## config.mk

```make
export PLATFORM = sky130hd
export DESIGN_NAME = flash_mem_responder
export DESIGN_NICKNAME = d
export VERILOG_FILES = /design/src/rtl/flash_resp_pkg.sv /design/src/rtl/flash_beat_pipe.sv /design/src/rtl/flash_mem_responder.sv
export SDC_FILE = /design/constraint.sdc
export NUM_CORES = 1
export LEC_CHECK = 0
export ABC_CLOCK_PERIOD_IN_PS = 2300
export BUFFER_PORTS_ARGS = -buffer_cell sky130_fd_sc_hd__buf_2
export CAP_MARGIN = 30
export CORE_ASPECT_RATIO = 1.5
export CORE_MARGIN = 10
export CORE_UTILIZATION = 49
export DETAILED_ROUTE_END_ITERATION = 16
export GPL_ROUTABILITY_DRIVEN = 0
export GPL_TIMING_DRIVEN = 0
export PLACE_DENSITY = 0.8
export SYNTH_ARGS = -nofsm -noshare
export SYNTH_HDL_FRONTEND = slang
export SYNTH_SLANG_ARGS = --single-unit
```

## constraint.sdc

```tcl
create_clock -name clk -period 2.3 [get_ports clk]
set_input_delay 0.115 -clock clk [delete_from_list [all_inputs] [get_ports clk]]
set_output_delay 0.115 -clock clk [all_outputs]
set_load 0.01 [all_outputs]
```

## src/rtl/flash_resp_pkg.sv

```systemverilog
// Shared types, constants and the byte-lane masking helper for the flash_mem read responder.
package flash_resp_pkg;

  typedef enum logic [2:0] {
    IDLE,
    STALL,
    ACCEPT,
    BURST,
    DRAIN
  } state_t;

  localparam int WAIT_CNT_WIDTH = 4;

  // Widest readdata the helper supports; narrower buses are zero-extended into it.
  localparam int MAX_DATA_WIDTH = 256;
  localparam int MAX_BE_WIDTH   = MAX_DATA_WIDTH / 8;

  function automatic logic [MAX_DATA_WIDTH-1:0] apply_byteenable(
    input logic [MAX_DATA_WIDTH-1:0] data,
    input logic [MAX_BE_WIDTH-1:0]   be
  );
    logic [MAX_DATA_WIDTH-1:0] res;
    res = data;
    for (int i = 0; i < MAX_BE_WIDTH; i++) begin
      if (!be[i]) res[i*8 +: 8] = 8'h00;
    end
    return res;
  endfunction

endpackage

```

## src/rtl/flash_beat_pipe.sv

```systemverilog
// Aligns readdatavalid with the one-cycle ROM latency and masks disabled byte lanes.
module flash_beat_pipe
  import flash_resp_pkg::*;
#(
  parameter int DATA_WIDTH = 32
) (
  input  logic                    clk,
  input  logic                    reset_n,
  input  logic                    issue,
  input  logic [DATA_WIDTH/8-1:0] be,
  input  logic [DATA_WIDTH-1:0]   rom_q,
  output logic [DATA_WIDTH-1:0]   readdata,
  output logic                    readdatavalid
);

  localparam int BE_WIDTH = DATA_WIDTH / 8;

  logic                      vld_p1;
  logic [BE_WIDTH-1:0]       be_p1;
  logic [DATA_WIDTH-1:0]     hold_p1;
  logic [MAX_DATA_WIDTH-1:0] masked_wide;
  logic [DATA_WIDTH-1:0]     masked_p1;
  logic                      unused_hi;

  // Stage p1: ROM word for the address issued last cycle is on rom_q now
  always_ff @(posedge clk or negedge reset_n) begin
    if (!reset_n) begin
      vld_p1  <= 1'b0;
      be_p1   <= '0;
      hold_p1 <= '0;
    end else begin
      vld_p1 <= issue;
      be_p1  <= be;
      if (vld_p1) hold_p1 <= masked_p1;
    end
  end

  assign masked_wide   = apply_byteenable(MAX_DATA_WIDTH'(rom_q), MAX_BE_WIDTH'(be_p1));
  assign masked_p1     = masked_wide[DATA_WIDTH-1:0];
  assign unused_hi     = ^masked_wide;
  assign readdatavalid = vld_p1;
  assign readdata      = vld_p1 ? masked_p1 : hold_p1;

endmodule

```

## src/rtl/flash_mem_responder.sv

```systemverilog
// Avalon-MM read responder standing in for the flash_mem slave, serving reads and bursts from a sync ROM.
module flash_mem_responder
  import flash_resp_pkg::*;
#(
  parameter int ADDR_WIDTH  = 23,
  parameter int DATA_WIDTH  = 32,
  parameter int BURST_WIDTH = 7,
  parameter int WAIT_STATES = 2
) (
  input  logic                    clk,
  input  logic                    reset_n,
  input  logic                    flash_mem_read,
  input  logic                    flash_mem_write,
  input  logic [ADDR_WIDTH-1:0]   flash_mem_address,
  input  logic [BURST_WIDTH-1:0]  flash_mem_burstcount,
  input  logic [DATA_WIDTH/8-1:0] flash_mem_byteenable,
  input  logic [DATA_WIDTH-1:0]   flash_mem_writedata,
  output logic                    flash_mem_waitrequest,
  output logic [DATA_WIDTH-1:0]   flash_mem_readdata,
  output logic                    flash_mem_readdatavalid,
  output logic [ADDR_WIDTH-1:0]   rom_address,
  input  logic [DATA_WIDTH-1:0]   rom_q,
  output logic                    protocol_err
);

  localparam logic [WAIT_CNT_WIDTH-1:0] WAIT_LOAD = WAIT_CNT_WIDTH'(WAIT_STATES);

  state_t                    state_q, state_d;
  logic [WAIT_CNT_WIDTH-1:0] wait_cnt_q, wait_cnt_d;
  logic [ADDR_WIDTH-1:0]     rom_addr_q, rom_addr_d;
  logic [DATA_WIDTH/8-1:0]   be_q, be_d;
  logic [BURST_WIDTH-1:0]    beats_q, beats_d;
  logic [BURST_WIDTH-1:0]    beat_idx_q, beat_idx_d;
  logic                      err_q, err_d;
  logic                      issue;
  logic                      cmd;
  logic                      unused_wdata;

  assign cmd          = flash_mem_read | flash_mem_write;
  assign unused_wdata = ^flash_mem_writedata;

  always_ff @(posedge clk or negedge reset_n) begin
    if (!reset_n) begin
      state_q    <= IDLE;
      wait_cnt_q <= '0;
      rom_addr_q <= '0;
      be_q       <= '0;
      beats_q    <= '0;
      beat_idx_q <= '0;
      err_q      <= 1'b0;
    end else begin
      state_q    <= state_d;
      wait_cnt_q <= wait_cnt_d;
      rom_addr_q <= rom_addr_d;
      be_q       <= be_d;
      beats_q    <= beats_d;
      beat_idx_q <= beat_idx_d;
      err_q      <= err_d;
    end
  end

  always_comb begin
    state_d    = state_q;
    wait_cnt_d = wait_cnt_q;
    rom_addr_d = rom_addr_q;
    be_d       = be_q;
    beats_d    = beats_q;
    beat_idx_d = beat_idx_q;
    err_d      = err_q;
    issue      = 1'b0;
    unique case (state_q)
      IDLE: begin
        if (cmd) begin
          if (WAIT_STATES == 0) begin
            state_d = ACCEPT;
          end else begin
            wait_cnt_d = WAIT_LOAD;
            state_d    = STALL;
          end
        end
      end
      STALL: begin
        if (!cmd) begin
          state_d = IDLE;
        end else if (wait_cnt_q == WAIT_CNT_WIDTH'(1)) begin
          state_d = ACCEPT;
        end else begin
          wait_cnt_d = wait_cnt_q - WAIT_CNT_WIDTH'(1);
        end
      end
      ACCEPT: begin
        // A simultaneous write is folded into the read; only reads produce beats
        if (flash_mem_read) begin
          rom_addr_d = flash_mem_address;
          be_d       = flash_mem_byteenable;
          beat_idx_d = '0;
          beats_d    = (flash_mem_burstcount == '0) ? BURST_WIDTH'(1) : flash_mem_burstcount;
          if (flash_mem_burstcount == '0 || flash_mem_write) err_d = 1'b1;
          state_d    = BURST;
        end else begin
          state_d = IDLE;
        end
      end
      BURST: begin
        issue = 1'b1;
        if (beat_idx_q == beats_q - BURST_WIDTH'(1)) begin
          state_d = DRAIN;
        end else begin
          beat_idx_d = beat_idx_q + BURST_WIDTH'(1);
          rom_addr_d = rom_addr_q + ADDR_WIDTH'(1);
        end
      end
      DRAIN:   state_d = IDLE;
      default: state_d = IDLE;
    endcase
  end

  assign flash_mem_waitrequest = (state_q != ACCEPT);
  assign rom_address           = rom_addr_q;
  assign protocol_err          = err_q;

  flash_beat_pipe #(
    .DATA_WIDTH(DATA_WIDTH)
  ) u_beat_pipe (
    .clk          (clk),
    .reset_n      (reset_n),
    .issue        (issue),
    .be           (be_q),
    .rom_q        (rom_q),
    .readdata     (flash_mem_readdata),
    .readdatavalid(flash_mem_readdatavalid)
  );

endmodule
```

-- Yosys cells after proc, flatten, opt, wreduce, memory -nomap -nowiden
Index checks and enable logic that the tools add are counted.
- output and inout bits: 58
- register bits: 86
- bits of input ports: 102
- bitwise operators: 1
- mux-type cells: 23
- reductions and logical operators: 10
- add/sub/neg operators: 4
- equal/unequal tests: 13
- operators with widths (kind ; count):
    two-way mux 23 bit ; 2
    case mux 23 bit (2 select lines) ; 1
    two-way mux 32 bit ; 1
    two-way mux 8 bit ; 4
    adder 23 x 1 -> 23 bit, second input constant ; 1
    two-way mux 7 bit ; 3
    case mux 7 bit (2 select lines) ; 1
    two-way mux 3 bit ; 4
    two-way mux 4 bit ; 3
    != test 2 bit, second input constant ; 6
    case mux 3 bit (4 select lines) ; 1
    AND reduction 3 bit ; 3
    case mux 4 bit (2 select lines) ; 1
    adder 7 x 1 -> 7 bit, second input constant ; 1
    equality test 7 bit ; 1
    logical NOT 7 bit ; 1
    subtractor 7 x 1 -> 7 bit, second input constant ; 1
    equality test 3 x 2 -> 1 bit, second input constant ; 2
    equality test 4 x 1 -> 1 bit, second input constant ; 1
    AND reduction 4 bit ; 1
    nonzero test 2 bit ; 2
    subtractor 4 x 1 -> 4 bit, second input constant ; 1
    equality test 3 x 1 -> 1 bit, second input constant ; 1
    logical NOT 3 bit ; 1
    7 further kinds ; 7

-- Longest topological paths before layout
Gate-level depths: netlist of the first run.
- depth in word-level cells: 4
- mapped depth: 10
- gate-level depth less buffers: 8

-- Cells and area by module
Synthesis of the first run repeated with hierarchy kept, for this count alone.
- cell total of the unflattened synthesis: 422
- area, all modules: 4286.6 um2
- by module, submodules not included (module ; sequential area each (um2) ; area an instance (um2) ; instances ; cells an instance):
    flash_mem_responder ; 1226.2 ; 2946.6 ; 1 ; 333
    flash_beat_pipe ; 925.9 ; 1340.0 ; 1 ; 89

-- Least setup slack after synthesis of the first run
No wires, ideal clock.
- kind: flip-flop to flip-flop
- start: register beats_q[0]
- end: register rom_addr_q[0] (netlist: rom_address[0])
- stages on the path, launching flop included: 11
- data arrival time: 1.922 ns
- path buffers: 2
- path slack: 0.260 ns
- period minus slack after synthesis: 2.040 ns
- path through: dfrtp_1 -> inv_1 -> ha_1 -> nor3b_1 -> xnor2_1 -> nand4_1 -> o21ai_2 -> buf_6 -> buf_2 -> a21oi_1 -> a21o_1
- word-level cells in the longest chain between the ends: 4
- ends and longest elaborated chain (element ; RTL line ; text):
    start: declaration ; flash_mem_responder.sv:32 ; logic [BURST_WIDTH-1:0] beats_q, beats_d;
    start signal: assignment ; flash_mem_responder.sv:56 ; beats_q <= beats_d;
    subtractor 7 x 1 -> 7 bit ; flash_mem_responder.sv:106 ; if (beat_idx_q == beats_q - BURST_WIDTH'(1)) begin
    equality test 7 bit ; flash_mem_responder.sv:106 ;
    != test 2 bit (no source line) ; n/a ;
    AND reduction 3 bit (no source line) ; n/a ;
    end signal: assignment ; flash_mem_responder.sv:54 ; rom_addr_q <= rom_addr_d;
    end: declaration ; flash_mem_responder.sv:30 ; logic [ADDR_WIDTH-1:0] rom_addr_q, rom_addr_d;
No other way between the ends.
A chain may end at the register's enable or synchronous reset.

-- Final worst setup path of the first run
- start: register rom_addr_q[0] (netlist: rom_address[0])
- end: register rom_addr_q[12] (netlist: rom_address[12])
- word-level cells in the longest chain between the ends: 3
- ends and longest elaborated chain (element ; RTL line ; text):
    adder 23 x 1 -> 23 bit ; flash_mem_responder.sv:110 ; rom_addr_d = rom_addr_q + ADDR_WIDTH'(1);
    two-way mux 23 bit ; flash_mem_responder.sv:106 ;
    case mux 23 bit (2 select lines) ; flash_mem_responder.sv:71 ; unique case (state_q)
No other way between the ends. The select of a mux whose other input is x is not followed.

==> key figures, run 1 <==
Status
  • Status: finished, final reports clean

Worst hold path
  • Hold crit path type: in -> reg

Yosys
  • Synth cell count leaders: dfrtp_1 (86), nand2_1 (70), o21ai_0 (53)
  • Sequential area share after synthesis: 0.506
  • Synth Area per Inst: 9.17 um2
  • Synth warn: 0
  • Cells after Synth: around 460
  • Dominant cells by area after synthesis: dfrtp_1 (51%), o21ai_0 (6.2%), nand2_1 (6.2%)
  • Unique masters post-synth: 66
  • Commonest register cell after synthesis: dfrtp_1
  • EDFF count, synth: 0
  • Cell taking the most area after synthesis: dfrtp_1
  • Count leader, synth: dfrtp_1
  • Yosys reg bits: 86
  • Area of the mapped netlist: ~0.0043 mm2
  • FFs w/ async S/R, synth: 1.00
  • Post-Syn Nets: 571
  • Yosys top cell area share: 0.506

Clock tree
  • Worst skew pair latency: between 300 and 400 ps
  • Clock buffer depth: 2
  • CTS buffer count: 9
  • Reg clk slew, reported paths: 70 ps
  • H-tree levels: 3
  • CTS sink cnt: 86
  • TritonCTS clock tree: done
  • Clock root cell: clkbuf_16

Routing
  • DR iter-0 viols: ~220
  • Vias: 4044
  • Via density: 5.50
  • Detailed Routing Iterations Pass 1: 5
  • Total Routed Length: roughly 13 mm
  • Wire length per cell: between 15 and 20 um
  • Drt drc: 0
  • Routed Antenna Nets: 0

Critical path
  • Crit path max fanout: 6
  • WP data required: 2560 ps
  • CP Capture Type: flop
  • Critical path class: reg -> reg
  • Worst Path Arrival: around 2500 ps
  • Worst Setup Start Kind: flop

GRT
  • Initial antenna violation count: 0
  • First-pass GRT wire length: approximately 20 mm
  • GRT Total Usage: 0.192
  • GR Overflow Total: 0
  • Largest net degree at the start of global routing: 70
  • Vias in the first global route: between 4k and 5k

STA
  • Clock skew: 11.3 ps
  • Post-route setup TNS: 0 ps
  • Highest clock rate: ~0.45 GHz
  • Final setup vio count: 0
  • Final worst slack: about 95 ps
  • Worst Max-Slew Pin Slew: between 700 and 800 ps
  • Post-route clock period utilization: 0.959
  • WHS: 21.5 ps
  • Min Tclk post-route: about 2200 ps
  • Relative slew slack: 0.493
  • Hold Vio Cnt, Final: 0
  • Fin. max-slew vios: 0

Cells and area
  • Final Core Density: 0.659
  • # diodes: 0
  • Layout Nets: 730
  • Fraction of layout cells with a size suffix above 1: 0.288
  • Fill count: a little under 700
  • Layout area overhead: 31.1%
  • Fin cells: approximately 740

Floorplan
  • Top Ports: 160
  • Initial core utilization: 0.503
  • Core area: roughly 0.0085 mm2
  • Die Wd: 96.1 um
  • Die Y: between 100 and 150 um
  • FP Rows: 41
  • Total die area: approximately 0.013 mm2

Pwr
  • Power per cell area: 1230 mW/mm2
  • Worst VDD drop: a little over 0.6 mV
  • Static Leakage: 2.66 nW

Placed design
  • DP Worst Slack: -177 ps
  • Port Buffer Count: ~130
  • Total placed cells including tap cells: roughly 700
  • Detailed Place HPWL: 9.39 mm

Run
  • Max-Cap Viols: 0
## per-layer routing
layer | part of all wire | vias to the layer above | track usage
li1 | - | 1935 | -
met3 | 0.096 | 33 | 0.0453
met1 | 0.39 | 1863 | 0.220
met4 | 0.037 | 0 | 0.113
met5 | 0 | - | 0
met2 | 0.48 | 213 | 0.312
## power by group
part	internal, mW	switching [mW]
Clock	0.742	0.609
Sequential	2.18	0.563
Combinational	1.20	1.60
## critical path, stage by stage, from the launching register on
cell     delay (ps)
dfrtp_1         420
ha_1            240
and4_1          190
buf_2           150
and3_1          150
buf_2           190
nand3_1         240
or3_1           380
a31oi_1         160
## flip-flops by register name, indices dropped and copies added, names as in the netlist
name and cells:
u_beat_pipe.be_p1 4, beat_idx_q 7, u_beat_pipe.hold_p1 32, u_beat_pipe.readdatavalid 1, rom_address 23, protocol_err 1, beats_q 7, be_q 4
state_q 3, wait_cnt_q 4
## cell usage in the layout, fill, tap and decap left out, types with 3 or more instances in the layout
cell           Yosys  layout
nor2_1            19      18
a21o_1             3       3
a31oi_1            6       6
clkbuf_1          16      15
buf_6              2       4
xnor2_1            6       6
and4_1             3       3
inv_6              0       3
o31ai_1            3       3
o21ai_0           53      53
o311ai_0           3       3
clkbuf_16          0       9
nand3_1           32      32
and3_1             6       6
buf_2              5     130
xor2_1             4       4
and2_1             4       4
inv_1             42      42
dfrtp_1           86      86
a21oi_1            7       7
dlygate4sd3_1      0      17
a22o_1             5       5
buf_4              1       4
nor3_1             6       6
ha_1               5       4
a22oi_1            3       3
or3_1             11      11
or2_2              4       3
nand2_1           70      70
nand4_1            7       7
## worst paths after layout
path,start,end,slack [ps],depth (start not counted)
max,rom_address[0],rom_address[12],100,8
min,rom_q[24],u_beat_pipe.hold_p1[24],20,3
max reg2reg,rom_address[0],rom_address[12],100,8
min reg2reg,be_q[2],u_beat_pipe.be_p1[2],370,0
max in group asynchronous,reset_n,rom_address[3],1480,3
min in group asynchronous,reset_n,u_beat_pipe.hold_p1[1],190,2
## what timing repair did
item                       CTS  global route
cloned                       0             0
buffers inserted             2             1
hold buffers                17             0
setup endpoints to repair   25            34
pin swaps                    2             4
gates resized for setup      2            13
hold endpoints to repair    35             0
## area by class of cell
cell class / instances / area [um2] / area share
inverters: 43 / 161 / 0.0289
flip-flops and latches: 86 / 2150 / 0.386
repair buffers: 148 / 858 / 0.154
multi-input cells: 309 / 1850 / 0.331
clock buffers: 9 / 225 / 0.0404
clock inverters: 7 / 55.1 / 0.00987
plain buffers: 26 / 145 / 0.0260
well taps: 107 / 134 / 0.0240
## kinds of logic after synthesis
family                   share of synthesized area
AO/OA/AOI/OAI                                0.171
XOR/XNOR                                    0.0206
adder cells (fa/ha/maj)                     0.0147
buffers and inverters                       0.0691
flip-flops                                   0.506
multiplexers                               0.00735
AND/OR/NAND/NOR                              0.211
## per-stage QoR
stage                     area, um2  power, mW
after floorplan                4250       4.28
after global placement         5020       5.26
after detailed placement       5050       5.41
after CTS                      5530       6.84
after global routing           5580       7.39
final                          5580       6.89
(Power assumes the default switching activity.)
==> inputs of run 2 (changes only) <==
Settings changed: PLACE_DENSITY 0.8 to default, PLACE_DENSITY_LB_ADDON from default to 0.05.
==> key figures, run 2 (synthesis results as in run 1) <==
Critical path
  • R2R Setup Slk: 140 ps (+50 ps)
  • Cells on worst reg2reg path: 9 (+1)
  • Worst Setup Start Kind: flop
  • CP top delay family: simple AND/OR/NAND/NOR gates
  • Slowest stage delay, CP: 400 ps (-20 ps)
  • Crit path max fanout: 5 (-1)
  • Worst path bufs/invs: 2 (unchanged)
  • CP Capture Type: flop
  • Critical path class: reg -> reg
  • Worst reg2reg startpoint: beats_q[1]
  • Worst path depth: 9 (+1)
  • CP Cell Sequence: inv_1 -> ha_2 -> nor3b_2 -> xnor2_1 -> nand4_1 -> buf_4 -> or2_2 -> o2111ai_1 -> and3_1
  • WP data required: 2570 ps (about the same)
  • Worst Path Arrival: 2420 ps (-50 ps)
  • Critical Path Source: beats_q[1]
  • Slowest CP cell: dfrtp_1

Worst hold path
  • Hold crit path type: in -> reg
  • Hold Crit Depth: 3 (unchanged)
  • Hold wc startpoint: flash_mem_burstcount[5]

Run
  • Max-Cap Viols: 0 (unchanged)

Cells and area
  • Fraction of layout cells with a size suffix above 1: 0.288 (-0.000677)
  • Layout Nets: 728 (-0.27%)
  • Most flops, register: u_beat_pipe.hold_p1
  • # diodes: 0 (unchanged)
  • Finished Cell Area: 0.00552 mm2 (-0.99%)
  • Highest-count cells in the layout ignoring fill and taps: buf_2 (130), dfrtp_1 (86), nand2_1 (70)
  • Fill count: 739 (+9.8%)
  • Layout area overhead: 29.9%
  • Final Core Density: 0.653 (-0.00650)
  • Leading cell type in the layout, fill and taps excluded: buf_2
  • Max FFs per register: 32 (unchanged)

Floorplan
  • FP Rows: 41 (unchanged)
  • Top Ports: 160 (unchanged)
  • Total die area: 0.0129 mm2 (unchanged)
  • Initial core utilization: 0.503 (unchanged)
  • Core area: 0.00846 mm2 (unchanged)
  • Die Y: 134 um (unchanged)
  • Die Wd: 96.1 um (unchanged)

STA
  • Min Tclk post-route: 2160 ps (-47.7 ps)
  • Relative slew slack: 0.584 (+0.0905)
  • Final setup vio count: 0 (unchanged)
  • Post-route clock period utilization: 0.938 (-0.0207)
  • Clock skew: 11.6 ps (+0.333 ps)
  • Worst Max-Slew Pin Slew: 623 ps (-130 ps)
  • RSZ-0062 raised after global routing: yes
  • Hold Vio Cnt, Final: 0 (unchanged)
  • Fin. max-slew vios: 0 (unchanged)
  • Highest clock rate: 0.464 GHz (+2.2%)

Placed design
  • Placed inst area: 0.00505 mm2 (unchanged)
  • Port Buffer Count: 127 (unchanged)
  • Detailed Place HPWL: 9.33 mm (-0.67%)

GRT
  • GRT Total Usage: 0.191 (-0.000563)
  • First-pass GRT wire length: 19.5 mm (-0.28%)
  • Vias in the first global route: 4040 (-0.91%)
  • Initial antenna violation count: 0 (unchanged)
  • GR Overflow Total: 0 (unchanged)
  • Largest net degree at the start of global routing: 70 (unchanged)

Status
  • Status: finished, final reports clean

Routing
  • Drt drc: 0 (unchanged)
  • Vias: 4001 (-1.1%)
  • Via density: 5.46 (-0.79%)
  • Total Routed Length: 12.4 mm (-1.2%)
  • Routed Antenna Nets: 0 (unchanged)
  • DR iter-0 viols: 146 (-34%)
  • Wire length per cell: 16.9 um (-0.93%)
  • Detailed Routing Iterations Pass 1: 4 (-1)

Clock tree
  • H-tree levels: 3 (unchanged)
  • Worst skew pair latency: 340 ps (about the same)
  • Reg clk slew, reported paths: 60 ps (about the same)
  • CTS buffer count: 9 (unchanged)
  • TritonCTS clock tree: done
  • CTS sink cnt: 86 (unchanged)
  • Clock root cell: clkbuf_16
  • Clock buffer depth: 2 (unchanged)

Pwr
  • Static Leakage: 2.65 nW (-0.31%)
  • Worst VDD drop: 0.641 mV (+5.1%)
  • Power per cell area: 1240 mW/mm2 (+0.22%)
  • Total power draw: 6.83 mW (-0.77%)
[run 2: worst min-delay path, cell delays in order]
cell,delay (ps)
buf_2,90
nand2_1,40
o21ai_0,60
[run 2: metrics by stage]
| stage | instances | hold WS [ps] | TNS (ps) | setup WS, ps |
|---|---|---|---|---|
| after floorplan | 464 | -181 | 0 | 260 |
| after global placement | 698 | 310 | -2550 | -228 |
| after detailed placement | 699 | 11.7 | -3160 | -238 |
| after CTS | 731 | 0.462 | 0 | 30.9 |
| after global routing | 733 | 13.1 | -11.0 | -11.0 |
| final | 733 | 3.24 | 0 | 143 |
[run 2: what timing repair did]
item                                   in CTS  in global routing
gates resized for setup                     2                  7
pin swaps                                   2                  1
cloned                                      0                  0
hold buffers                               13                  0
endpoints found under the hold margin      29                  0
setup buffers                               3                  2
setup endpoints to repair                  32                 37
[run 2: worst paths after layout]
path | endpoint
setup reg to reg | rom_address[10]
max in group asynchronous | u_beat_pipe.readdatavalid
hold / removal | beats_q[5]
setup / recovery | rom_address[10]
hold reg to reg | u_beat_pipe.be_p1[2]
min in group asynchronous | rom_address[0]
[run 2: area by class of cell]
class,count,area (um2),area share
Buffer,26,138,0.0249
Clock buffer,11,243,0.0439
Clock inverter,5,32.5,0.00589
Inverter,43,161,0.0292
Multi-Input combinational cell,309,1830,0.331
Sequential cell,86,2150,0.390
Tap cell,107,134,0.0242
Timing Repair Buffer,146,833,0.151
[run 2: where the power goes]
group	total, mW	internal (mW)	leakage [nW]	switching (mW)
combinational	2.75	1.19	1.42	1.56
sequential	2.74	2.18	1.09	0.558
clock	1.35	0.761	0.140	0.588
total	6.83	4.13	2.65	2.71
[run 2: per-layer routing]
metal / part of all wire / GRT usage / routed length (um)
met5: 0 / 0 / 0
met4: 0.011 / 0.0683 / 141
met3: 0.085 / 0.0575 / 1060
met2: 0.50 / 0.336 / 6260
met1: 0.40 / 0.208 / 4930
